===== src/rtl/adc_miso_collector.sv =====
// Collects LTC2494 MISO bytes within a chip-select window, validates the frame,
// and publishes the offset-binary conversion as a signed result with range flags.
module adc_miso_collector #(
   parameter int BYTES_PER_FRAME = 3,
   parameter int RESULT_W        = 17,
   parameter int CH_W            = 5
) (
   input  logic                i_FPGA_clk,
   input  logic                i_FPGA_rst,
   input  logic                i_CS,
   input  logic [7:0]          i_MISO_byte,
   input  logic                i_MISO_dv,
   input  logic [CH_W-1:0]     i_channel,
   output logic [23:0]         o_ADC_raw,
   output logic [RESULT_W-1:0] o_result,
   output logic [CH_W-1:0]     o_channel,
   output logic                o_overrange,
   output logic                o_underrange,
   output logic                o_DataValid,
   output logic                o_error,
   output logic                o_busy
);

   localparam int CNT_W = $clog2(BYTES_PER_FRAME + 2);
   localparam logic [CNT_W-1:0] CNT_FULL = CNT_W'(BYTES_PER_FRAME);
   localparam logic [CNT_W-1:0] CNT_SAT  = CNT_W'(BYTES_PER_FRAME + 1);

   typedef enum logic [1:0] {S_IDLE, S_COLLECT, S_CHECK} state_t;

   state_t                state_q, state_d;
   logic                  cs_q, cs_d;
   logic [CNT_W-1:0]      cnt_q, cnt_d;
   logic [23:0]           shift_q, shift_d;
   logic                  ovf_q, ovf_d;
   logic [CH_W-1:0]       tag_q, tag_d;
   logic [23:0]           raw_q, raw_d;
   logic [RESULT_W-1:0]   result_q, result_d;
   logic [CH_W-1:0]       chan_q, chan_d;
   logic                  over_q, over_d;
   logic                  under_q, under_d;
   logic                  dv_q, dv_d;
   logic                  err_q, err_d;

   logic cs_fall, cs_rise, frame_ok;

   assign cs_fall  = cs_q & ~i_CS;
   assign cs_rise  = ~cs_q & i_CS;
   assign frame_ok = (cnt_q == CNT_FULL) && !ovf_q && (shift_q[23:22] == 2'b00);

   always_comb begin
      state_d  = state_q;
      cs_d     = i_CS;
      cnt_d    = cnt_q;
      shift_d  = shift_q;
      ovf_d    = ovf_q;
      tag_d    = tag_q;
      raw_d    = raw_q;
      result_d = result_q;
      chan_d   = chan_q;
      over_d   = over_q;
      under_d  = under_q;
      dv_d     = 1'b0;
      err_d    = 1'b0;

      case (state_q)
         S_IDLE: ;
         S_COLLECT: begin
            // A byte landing on the closing edge still belongs to this frame.
            if (i_MISO_dv) begin
               if (cnt_q < CNT_FULL) shift_d = {shift_q[15:0], i_MISO_byte};
               else                  ovf_d   = 1'b1;
               if (cnt_q < CNT_SAT)  cnt_d   = cnt_q + 1'b1;
            end
            if (cs_rise) state_d = (cnt_d == '0) ? S_IDLE : S_CHECK;
         end
         S_CHECK: begin
            state_d = S_IDLE;
            if (frame_ok) begin
               raw_d    = shift_q;
               // Offset binary to two's complement: flip the SIG bit.
               result_d = RESULT_W'({~shift_q[21], shift_q[20:5]});
               over_d   = shift_q[21] & shift_q[20];
               under_d  = ~shift_q[21] & ~shift_q[20];
               chan_d   = tag_q;
               dv_d     = 1'b1;
            end else begin
               err_d    = 1'b1;
            end
         end
         default: state_d = S_IDLE;
      endcase

      if (cs_fall && state_q != S_COLLECT) begin
         state_d = S_COLLECT;
         tag_d   = i_channel;
         shift_d = '0;
         cnt_d   = '0;
         ovf_d   = 1'b0;
      end
   end

   always_ff @(posedge i_FPGA_clk or posedge i_FPGA_rst) begin
      if (i_FPGA_rst) begin
         state_q  <= S_IDLE;
         // Cleared low so a CS still low at reset release cannot fake a start edge.
         cs_q     <= 1'b0;
         cnt_q    <= '0;
         shift_q  <= '0;
         ovf_q    <= 1'b0;
         tag_q    <= '0;
         raw_q    <= '0;
         result_q <= '0;
         chan_q   <= '0;
         over_q   <= 1'b0;
         under_q  <= 1'b0;
         dv_q     <= 1'b0;
         err_q    <= 1'b0;
      end else begin
         state_q  <= state_d;
         cs_q     <= cs_d;
         cnt_q    <= cnt_d;
         shift_q  <= shift_d;
         ovf_q    <= ovf_d;
         tag_q    <= tag_d;
         raw_q    <= raw_d;
         result_q <= result_d;
         chan_q   <= chan_d;
         over_q   <= over_d;
         under_q  <= under_d;
         dv_q     <= dv_d;
         err_q    <= err_d;
      end
   end

   assign o_ADC_raw    = raw_q;
   assign o_result     = result_q;
   assign o_channel    = chan_q;
   assign o_overrange  = over_q;
   assign o_underrange = under_q;
   assign o_DataValid  = dv_q;
   assign o_error      = err_q;
   assign o_busy       = (state_q == S_COLLECT);

endmodule


===== config.mk =====
export PLATFORM = sky130hd
export DESIGN_NAME = adc_miso_collector
export DESIGN_NICKNAME = d
export VERILOG_FILES = /design/src/rtl/adc_miso_collector.sv
export SDC_FILE = /design/constraint.sdc
export NUM_CORES = 1
export LEC_CHECK = 0
export ABC_AREA = 1
export BUFFER_PORTS_ARGS = -buffer_cell sky130_fd_sc_hd__buf_2
export CORE_MARGIN = 2
export CORE_UTILIZATION = 54
export DETAILED_ROUTE_END_ITERATION = 8
export PLACE_DENSITY_LB_ADDON = 0.1
export SETUP_SLACK_MARGIN = 0.05
export SLEW_MARGIN = 0
export SYNTH_ARGS = -nofsm -noshare
export SYNTH_HDL_FRONTEND = slang
export SYNTH_SLANG_ARGS = --single-unit

===== constraint.sdc =====
create_clock -name i_FPGA_clk -period 2.1 [get_ports i_FPGA_clk]
set_clock_uncertainty 0.1 [all_clocks]
set_input_delay 0.105 -clock i_FPGA_clk [delete_from_list [all_inputs] [get_ports i_FPGA_clk]]
set_output_delay 0.105 -clock i_FPGA_clk [all_outputs]
set_load 0.1 [all_outputs]

==> summary.txt, run 1 <==
Status
  – Outcome: finished, final reports clean

Drt
  – Vias per std cell: 5.03
  – Antenna Violating Nets Remaining: 0
  – Drt pass-1 iters: 4
  – Routed vias: 2569
  – Met3 wire length: 278 µm
  – Wirelength per Cell: 13.4 µm
  – Initial detailed-routing violation count: 165
  – Met2 wire len: 3.24 mm
  – Drt total wl: 6.83 mm
  – DR top layer: met4
  – # DRC: 0
  – Routed met1 length: approximately 3.2 mm

Global route
  – First-pass GRT wire length: between 10 and 15 mm
  – Initial antenna violation count: 0
  – Total GRT Usage: 23.5%
  – Vias in the first global route: 2429
  – Pin count of the biggest net entering global routing: 71
  – Grt total ovfl: 0

Logic synthesis
  – Post-synth EDFFs: 0
  – Mapped Nets: roughly 380
  – Most common cell in the netlist: nand2_1
  – Netlist Area Pre-Place: 0.00312 mm²
  – Synth area leaders: dfrtp_1 (56%), nand2_1 (18%), nand4_1 (6.0%)
  – Yosys reg bits: 70
  – Cells after synthesis: about 370
  – Register area share after synthesis: between 50 and 60%
  – Main synth FF type: dfrtp_1
  – Ys Warns: 0
  – Cell taking the most area after synthesis: dfrtp_1
  – Ys async rst share: 100%
  – Synth top area share: 56.1%
  – Synth top cells by count: nand2_1 (146), dfrtp_1 (70), nand4_1 (30)
  – Mapped Avg Cell Area: 8.53 µm²
  – Library cells used by synthesis: 20

Timing
  – Post-Route Setup TNS: 0 ns
  – Fin worst setup slack: 0.420 ns
  – RSZ-0062 raised after global routing: no
  – Final Cycle Share: 80.0%
  – F_max: 595 MHz
  – Final setup vio count: 0
  – Fin crit period: roughly 1.7 ns
  – Hold Vio Cnt, Final: 0
  – Slew HR: 63.0%
  – Fin. max-slew vios: 0
  – Worst-margin pin slew: 0.554 ns

Place
  – Port Buf Inserts: 67
  – Post-detail-place hpwl: 4.27 mm
  – Pre-CTS setup slack: 0.444 ns
  – Routability-driven placement congestion ratio: 0.771

Clocking
  – # clock sinks: 70
  – CTS resizes: 0
  – Number of CTS-inserted buffers: 9
  – H-tree depth: 3
  – Root Buffer: clkbuf_8
  – Worst-path clk slew: 0.08 ns
  – Bufs on Longest Clock Path: 2
  – CTS tree: yes
  – Clock latency on the worst-skew pair: 0.34 ns

Die
  – Row count: 27
  – DIE AREA: 0.00640 mm²
  – Total core area: 0.00554 mm²
  – Initial Util: 56.3%
  – Die H: 80.0 µm
  – DIE WIDTH: around 80 µm
  – Num ports: 68

Finish
  – FILL cells: 473
  – Ratio of cells with drive above 1 in the final layout: 23.7%
  – N_diodes: 0
  – Fin nets: between 400 and 500
  – Synth-to-layout area growth: 23.1%

Worst setup path
  – Critical path class: reg2reg
  – Worst reg-to-reg setup slack: between 0.4 and 0.5 ns
  – CP Capture Type: register
  – R2r worst-path depth: 5
  – Critical path arrival: 1.81 ns
  – CP most frequent cell: nand2_1
  – CP Launch Type: register
  – Slowest CP cell: dfrtp_1
  – Cell family with most CP delay: simple AND/OR/NAND/NOR gates
  – WP buf/inv: 1
  – Slowest stage delay, CP: 0.46 ns
  – Worst path required time: approximately 2.2 ns
  – Worst-path cell chain: inv_2 > nand2_1 > nand3_2 > nand3_1 > nand2_1
  – Worst-path maximum fanout: 25
  – Crit path depth: 5

Power and ir drop
  – NetSw: 1.64 mW
  – Static Leak: 2.23 nW
  – Switch share: 37.1%
  – Int Pwr: 2.78 mW
  – PwrDens: approximately 1100 mW/mm²
  – Clock network power share: around a third
  – Comb pwr share: 28.4%
  – Maximum VDD drop: around 580 µV
  – Share of power burned in registers: 38.7%

Worst hold path
  – HP Class: in2async

Job
  – Max-cap violations: 0
worst min-delay path, cell delays in order:
cell	delay, ns
dlygate4sd3_1	0.53
buf_2	0.12
inv_2	0.06
buf_12	0.31
registers in the layout, indices dropped and copies added (netlist names):
name          cells
o_error           1
state_q           2
o_result          1
cs_q              1
cnt_q             3
ovf_q             1
o_channel         5
tag_q             5
shift_q          24
o_overrange       1
o_ADC_raw        24
o_underrange      1
o_DataValid       1
stage by stage:
| step | cells | instance area [µm²] | power [mW] | hold slack [ns] | utilization (%) |
|---|---|---|---|---|---|
| floorplan | 366 | 3120 | 2.73 | 0.0364 | - |
| global placement | 479 | 3410 | 2.93 | 0.115 | 61.6 |
| detailed placement | 479 | 3410 | 2.96 | 0.113 | 61.6 |
| CTS | 511 | 3840 | 4.44 | 0.293 | 69.4 |
| global route | 511 | 3840 | 4.63 | 0.312 | 69.4 |
| finish | 511 | 3840 | 4.42 | 0.276 | 69.4 |
final timing paths:
check / start / endpoint
max: state_q[1] / shift_q[16]
min: i_FPGA_rst / o_channel[0]
max reg2reg: state_q[1] / shift_q[16]
min reg2reg: o_channel[2] / o_channel[2]
max in group asynchronous: i_FPGA_rst / shift_q[15]
min in group i_FPGA_clk: i_CS / cs_q
layout by cell type, fill, tap and decap left out, drive strengths merged:
| master | netlist | final |
|---|---|---|
| nand2 | 147 | 147 |
| nand4 | 30 | 30 |
| clkbuf | 4 | 11 |
| dlygate4sd3 | 0 | 16 |
| dfrtp | 70 | 70 |
| buf | 31 | 76 |
| inv | 26 | 27 |
| nand3 | 18 | 18 |
| ha | 1 | 1 |
| bufinv | 0 | 4 |
| nor2 | 25 | 25 |
| a21oi | 4 | 4 |
| o21ai | 10 | 10 |
power groups by stage:
stage,registers [mW],logic [mW],clock network (mW)
after global routing,1.73,1.37,1.52
final,1.71,1.25,1.46
after CTS,1.70,1.26,1.48
after detailed placement,1.73,1.23,0
after floorplan,2.05,0.674,0
after global placement,1.72,1.21,0
cell type report:
cell class / count / area [µm²] / share of cell area (%)
clock inverters: 5 / 129 / 3.35
clock buffers: 11 / 141 / 3.68
well taps: 72 / 90.1 / 2.34
repair buffers: 92 / 576 / 15.0
flip-flops and latches: 70 / 1750 / 45.6
multi-input cells: 235 / 1060 / 27.5
inverters: 26 / 97.6 / 2.54
cells by family after synthesis:
group                      share of synthesized area, %
and+or+nand+nor                                    31.1
buffers and inverters                              10.1
adders and majority gates                         0.401
AOI/OAI and AO/OA                                  2.25
DFF                                                56.1
routing by layer:
metal,GRT usage (%),vias up
li1,-,1288
met4,10.7,0
met2,37.2,64
met3,3.85,15
met5,0,-
met1,31.8,1202
what timing repair did:
item                      4_1_cts  5_1_grt
buffers inserted                0        0
hold buffers                   16        0
hold endpoints to repair       85        0
No activity file was read; power rests on OpenSTA's default activity.
==> run 2: changes to the inputs <==
--- a/config.mk
+++ b/config.mk
@@ -5,10 +5,10 @@
 export SDC_FILE = /design/constraint.sdc
 export NUM_CORES = 1
 export LEC_CHECK = 0
-export ABC_AREA = 1
+export ABC_AREA = 0
 export BUFFER_PORTS_ARGS = -buffer_cell sky130_fd_sc_hd__buf_2
 export CORE_MARGIN = 2
-export CORE_UTILIZATION = 54
+export CORE_UTILIZATION = 53
 export DETAILED_ROUTE_END_ITERATION = 8
 export PLACE_DENSITY_LB_ADDON = 0.1
 export SETUP_SLACK_MARGIN = 0.05
==> constraint.sdc (replaced) <==
create_clock -name i_FPGA_clk -period 1.7 [get_ports i_FPGA_clk]
set_clock_uncertainty 0.1 [all_clocks]
set_input_delay 0.085 -clock i_FPGA_clk [delete_from_list [all_inputs] [get_ports i_FPGA_clk]]
set_output_delay 0.085 -clock i_FPGA_clk [all_outputs]
set_load 0.1 [all_outputs]
==> run 2 against run 1 <==
- via count decreased by 18%
- routed wire length shrank 11%
- final cell count is 21% lower
- total power up 42%
- clock power is essentially flat
- worst hold slack lost 0.18 ns
- the run now ends with negative setup slack left
- combinational power increased by 98%
- core utilization shrank 1.2 points
- design area decreased by 2.9%
- register-to-register slack worse by 0.46 ns
- non-clock buffer count up 8
- critical endpoint is now o_channel[4]
- clock-buffer cell count shrank 1
==> summary.txt, run 2 <==
Logic synthesis
  – Library cells used by synthesis: 29
  – Cell taking the most area after synthesis: dfrtp_1
  – Most common cell in the netlist: dfrtp_1
  – Synth area leaders: dfrtp_1 (59%), mux2_2 (12%), o21ai_0 (7.2%)
  – Yosys reg bits: 70
  – Post-synth EDFFs: 0
  – Ys async rst share: 100%
  – Synth top area share: 58.7%
  – Register area share after synthesis: slightly below 60%
  – Synth top cells by count: dfrtp_1 (70), o21ai_0 (43), mux2_2 (32)
  – Netlist Area Pre-Place: 0.00298 mm²
  – Main synth FF type: dfrtp_1
  – Cells after synthesis: 248
  – Ys Warns: 0
  – Mapped Nets: 266
  – Mapped Avg Cell Area: approximately 12 µm²

Worst setup path
  – Worst-path cell chain: nor4_2 > and4b_2 > buf_6 > mux2_2
  – Critical path arrival: 1.87 ns
  – Slowest CP cell: dfrtp_1
  – Critical path class: reg2reg
  – CP Launch Type: register
  – WP buf/inv: 1
  – Crit path depth: 4
  – Worst-path maximum fanout: 10
  – CP Capture Type: register
  – R2r worst-path depth: 4
  – Slowest stage delay, CP: 0.38 ns
  – Worst path required time: 1.82 ns
  – Cell family with most CP delay: simple AND/OR/NAND/NOR gates

Die
  – Total core area: 0.00547 mm²
  – Num ports: 68
  – Die H: around 79 µm
  – DIE WIDTH: 79.0 µm
  – Initial Util: about 54%
  – DIE AREA: 0.00624 mm²
  – Row count: 27

Power and ir drop
  – Comb pwr share: roughly two fifths
  – Clock network power share: between 20% and 30%
  – Maximum VDD drop: between 1000 and 1500 µV
  – PwrDens: 1690 mW/mm²
  – NetSw: 2.74 mW
  – Switch share: a little over two fifths
  – Share of power burned in registers: 37.8%
  – Static Leak: 1.91 nW
  – Int Pwr: around 3.6 mW

Drt
  – Drt pass-1 iters: 4
  – Wirelength per Cell: 15.1 µm
  – Drt total wl: 6.08 mm
  – Vias per std cell: 5.26
  – Routed vias: 2119
  – # DRC: 0
  – Antenna Violating Nets Remaining: 0
  – Initial detailed-routing violation count: 97

Timing
  – Hold Vio Cnt, Final: 0
  – Fin worst setup slack: -0.0416 ns
  – Fin crit period: 1.74 ns
  – Final Cycle Share: 102%
  – RSZ-0062 raised after global routing: yes
  – Worst-margin pin slew: 0.515 ns
  – Slew HR: 65.7%
  – Post-Route Setup TNS: -0.625 ns
  – Final setup vio count: 25
  – Fin. max-slew vios: 0
  – F_max: 574 MHz

Clocking
  – CTS tree: yes
  – Root Buffer: clkbuf_8
  – Clock latency on the worst-skew pair: ~0.34 ns
  – H-tree depth: 3
  – Worst-path clk slew: 0.07 ns
  – # clock sinks: 70
  – Number of CTS-inserted buffers: 9
  – Bufs on Longest Clock Path: 2
  – Postcts setup bufs: 0

Finish
  – Synth-to-layout area growth: 25.1%
  – N_diodes: 0
  – Most frequent cells in the layout: dfrtp_1 (70), buf_2 (66), o21ai_0 (43), mux2_2 (29), nand3_1 (24)
  – Fin nets: 344
  – Non-Filler Instances: 403
  – Finished Core Util: approximately two thirds
  – Most common cell after layout, fill and taps aside: dfrtp_1
  – Ratio of cells with drive above 1 in the final layout: 41.7%

Place
  – Pre-CTS setup slack: -0.0501 ns
  – Port Buf Inserts: 67
  – Post-Place Cells: 372
  – Post-detail-place hpwl: ~4 mm
  – Routability-driven placement congestion ratio: roughly 0.82

Job
  – Max-cap violations: 0

Global route
  – Initial antenna violation count: 0
  – Total GRT Usage: 21.7%
  – First-pass GRT wire length: 10.2 mm
  – Pin count of the biggest net entering global routing: 43
  – Vias in the first global route: just over 2000
  – Grt total ovfl: 0

Worst hold path
  – Hold depth: 3
  – HP Class: in2reg

Status
  – Outcome: finished, violations left
  – Failing checks: negative setup slack
[run 2: worst register-to-register path: cells and delay by family (launching register included)]
family	cells	cell delay (ns)
and+or+nand+nor	2	0.62
DFF	1	0.38
muxes	1	0.35
buffers and inverters	1	0.18
[run 2: cells by family after synthesis]
logic type / after synthesis / synth area share, %
simple gates: 43 / 7.97
mux: 36 / 13.5
fa+ha+maj: 2 / 0.755
compound gates: 59 / 10.2
buf+inv: 38 / 8.81
flops: 70 / 58.7
[run 2: area by class of cell]
cell class / instances / area [µm²]
inverters: 5 / 22.5
multi-input cells: 140 / 986
well taps: 72 / 90.1
clock inverters: 6 / 86.3
repair buffers: 100 / 667
flip-flops and latches: 70 / 1750
fillers: 457 / 1740
clock buffers: 10 / 128
[run 2: layer usage]
| layer | up-vias | global-route usage (%) | wire, µm |
|---|---|---|---|
| li1 | 1015 | - | - |
| met1 | 1027 | 30.2 | 2660 |
| met2 | 66 | 32.8 | 2970 |
| met3 | 11 | 4.55 | 321 |
| met4 | 0 | 10.3 | 122 |
| met5 | - | 0 | 0 |
[run 2: what timing repair did]
action	in CTS	in global routing
pin swaps	1	1
gates resized for setup	7	3
endpoints found under the setup margin	30	30
endpoints found under the hold margin	86	0
hold buffers	15	0
[run 2: worst paths after layout]
check                           endpoint     startpoint  slack (ns)
max in group asynchronous   o_ADC_raw[8]     i_FPGA_rst        0.78
min in group asynchronous  o_ADC_raw[23]     i_FPGA_rst        0.29
setup / recovery            o_channel[4]    shift_q[23]       -0.04
setup reg to reg            o_channel[4]    shift_q[23]       -0.04
hold / removal                  cnt_q[0]      i_MISO_dv         0.1
hold reg to reg            o_ADC_raw[22]  o_ADC_raw[22]        0.40
[run 2: power by group through the flow]
stage	registers (mW)	clock network, mW	logic, mW
global route	2.43	1.54	2.63
CTS	2.37	1.48	2.48
floorplan	3.16	0	1.12
global placement	2.39	0	2.41
finish	2.37	1.45	2.47
detailed placement	2.40	0	2.45
[run 2: stage by stage]
stage,hold WS [ns],total power [mW],cell area [µm²]
6_report,0.0993,6.29,3730
5_1_grt,0.115,6.61,3730
4_1_cts,0.0806,6.34,3720
3_5_place_dp,0.113,4.85,3330
3_3_place_gp,0.0985,4.80,3330
2_1_floorplan,0.0164,4.28,2990
==> run 3: changes to the inputs <==
--- a/config.mk
+++ b/config.mk
@@ -8,7 +8,7 @@
 export ABC_AREA = 0
 export BUFFER_PORTS_ARGS = -buffer_cell sky130_fd_sc_hd__buf_2
 export CORE_MARGIN = 2
-export CORE_UTILIZATION = 53
+export CORE_UTILIZATION = 40
 export DETAILED_ROUTE_END_ITERATION = 8
 export PLACE_DENSITY_LB_ADDON = 0.1
 export SETUP_SLACK_MARGIN = 0.05
==> run 3 against run 2 <==
- the flow still finishes with violations (negative setup slack)
- non-clock buffer count increased by 2
- clock-buffer cell count increased by 1
- clock power up 6%
- design area increased by 3.5%
- sequential cell count did not move
- register-to-register slack worse by 0.02 ns
- first-iteration DRC count fell by 9.3%
- critical path type unchanged
- largest cell class unchanged
==> summary.txt, run 3 (synthesis gave the netlist of run 2 again) <==
Power and ir drop
  – PwrDens: 1670 mW/mm²
  – Static Leak: 1.95 nW
  – Maximum VDD drop: 779 µV

Place
  – Post-detail-place hpwl: 4.11 mm
  – Port Buf Inserts: 67
  – Placed cell areas: between 0.003 and 0.004 mm²
  – Routability-driven placement congestion ratio: 0.764

Clocking
  – Number of CTS-inserted buffers: 9
  – Bufs on Longest Clock Path: 2
  – Worst-path clk slew: 0.08 ns
  – Root Buffer: clkbuf_8
  – H-tree depth: 3
  – Clock latency on the worst-skew pair: 0.35 ns
  – # clock sinks: 70
  – CTS tree: yes

Global route
  – Initial antenna violation count: 0
  – Vias in the first global route: 2121
  – Grt total ovfl: 0
  – Total GRT Usage: 16.9%
  – Pin count of the biggest net entering global routing: 71
  – First-pass GRT wire length: ~11 mm

Timing
  – Slew HR: 66.2%
  – Fin worst setup slack: -0.0602 ns
  – Final Cycle Share: 104%
  – Hold Vio Cnt, Final: 0
  – Fin crit period: 1.76 ns
  – F_max: 568 MHz
  – Hold slack final: 0.0785 ns
  – RSZ-0062 raised after global routing: yes
  – Worst-margin pin slew: 0.501 ns
  – Fin. max-slew vios: 0
  – Final setup vio count: 28

Drt
  – Routed vias: 2123
  – Vias per std cell: 4.91
  – # DRC: 0
  – Wirelength per Cell: 14.6 µm
  – Drt pass-1 iters: 4
  – Initial detailed-routing violation count: 88
  – Antenna Violating Nets Remaining: 0
  – Drt total wl: 6.31 mm

Die
  – Initial Util: 41.1%
  – Row count: 31
  – DIE WIDTH: roughly 90 µm
  – Total core area: roughly 0.0073 mm²
  – Die H: 90.3 µm
  – DIE AREA: 0.00816 mm²
  – Num ports: 68

Job
  – Max-cap violations: 0

Worst setup path
  – Slowest stage delay, CP: 0.39 ns
  – Critical path arrival: 1.89 ns
  – Worst-path cell chain: nor4_2 > and4b_2 > buf_12 > mux2_2
  – Cell family with most CP delay: simple AND/OR/NAND/NOR gates
  – CP Capture Type: register
  – Worst path required time: ~1.8 ns
  – CP Launch Type: register
  – WP buf/inv: 1
  – Slowest CP cell: dfrtp_1
  – Worst-path maximum fanout: 17
  – Critical path class: reg2reg

Finish
  – FILL cells: just under 700
  – N_diodes: 0
  – Fin nets: between 300 and 400
  – Design area: 0.00386 mm²
  – Most common cell after layout, fill and taps aside: dfrtp_1
  – Finished Core Util: between 50% and 60%
  – Most frequent cells in the layout: dfrtp_1 (69), buf_2 (66), o21ai_0 (43), nand3_1 (24), mux2_2 (19)
  – Synth-to-layout area growth: 29.5%
  – Ratio of cells with drive above 1 in the final layout: 42.6%

Worst hold path
  – HP Class: in2reg

Status
  – Outcome: finished, violations left
  – Failing checks: negative setup slack
==> run 3: final timing paths <==
check | startpoint | to | slack [ns] | cells after the start
min in group asynchronous | i_FPGA_rst | o_overrange | 0.28 | 4
setup / recovery | shift_q[23] | o_ADC_raw[6] | -0.06 | 4
setup reg to reg | shift_q[23] | o_ADC_raw[6] | -0.06 | 4
max in group asynchronous | i_FPGA_rst | state_q[0] | 0.93 | 4
hold reg to reg | o_ADC_raw[23] | o_ADC_raw[23] | 0.40 | 1
hold / removal | i_MISO_dv | cnt_q[0] | 0.08 | 3
==> run 3: cell type report <==
| cell class | instances | area, µm² | share of cell area [%] |
|---|---|---|---|
| clock buffer | 11 | 151 | 3.92 |
| inverter | 5 | 22.5 | 0.583 |
| timing repair buffer | 102 | 704 | 18.2 |
| tap | 99 | 124 | 3.21 |
| clock inverter | 5 | 81.3 | 2.11 |
| sequential | 70 | 1750 | 45.4 |
| multi-input combinational | 140 | 1020 | 26.5 |
==> run 3: worst reg2reg max path, delay by kind of cell, from the launching register on <==
kind                   cells  cell delay, ns
buffers and inverters      1            0.18
DFF                        1            0.39
and+or+nand+nor            2            0.64
muxes                      1            0.34
==> run 3: per-stage QoR <==
step / setup TNS [ns] / total power, mW / worst slack [ns] / instances
3_5_place_dp: -2.42 / 4.88 / -0.104 / 398
2_1_floorplan: 0 / 4.28 / 0.0320 / 248
5_1_grt: -2.84 / 6.81 / -0.124 / 432
6_report: -1.12 / 6.46 / -0.0602 / 432
4_1_cts: -0.988 / 6.51 / -0.0570 / 432
3_3_place_gp: -1.13 / 4.84 / -0.0462 / 398
==> run 3: repair_timing <==
| item | in CTS | in global routing |
|---|---|---|
| hold endpoints to repair | 86 | 0 |
| buffers inserted | 3 | 0 |
| pin swaps | 1 | 1 |
| endpoints found under the setup margin | 29 | 33 |
| hold buffers | 15 | 0 |
| resized for setup | 12 | 5 |
==> run 3: power breakdown <==
part / total, mW / internal, mW / switching, mW / leakage [nW]
Clock: 1.54 / 0.906 / 0.631 / 0.116
Combinational: 2.53 / 0.693 / 1.84 / 0.890
Sequential: 2.39 / 2.09 / 0.301 / 0.940
==> run 3: per-layer routing <==
layer / vias up / track usage [%] / wire length, µm
met5: - / 0 / 0
met4: 0 / 5.38 / 80
met3: 7 / 5.59 / 318
met2: 57 / 26.3 / 2960
met1: 1041 / 22.5 / 2950
li1: 1018 / - / -
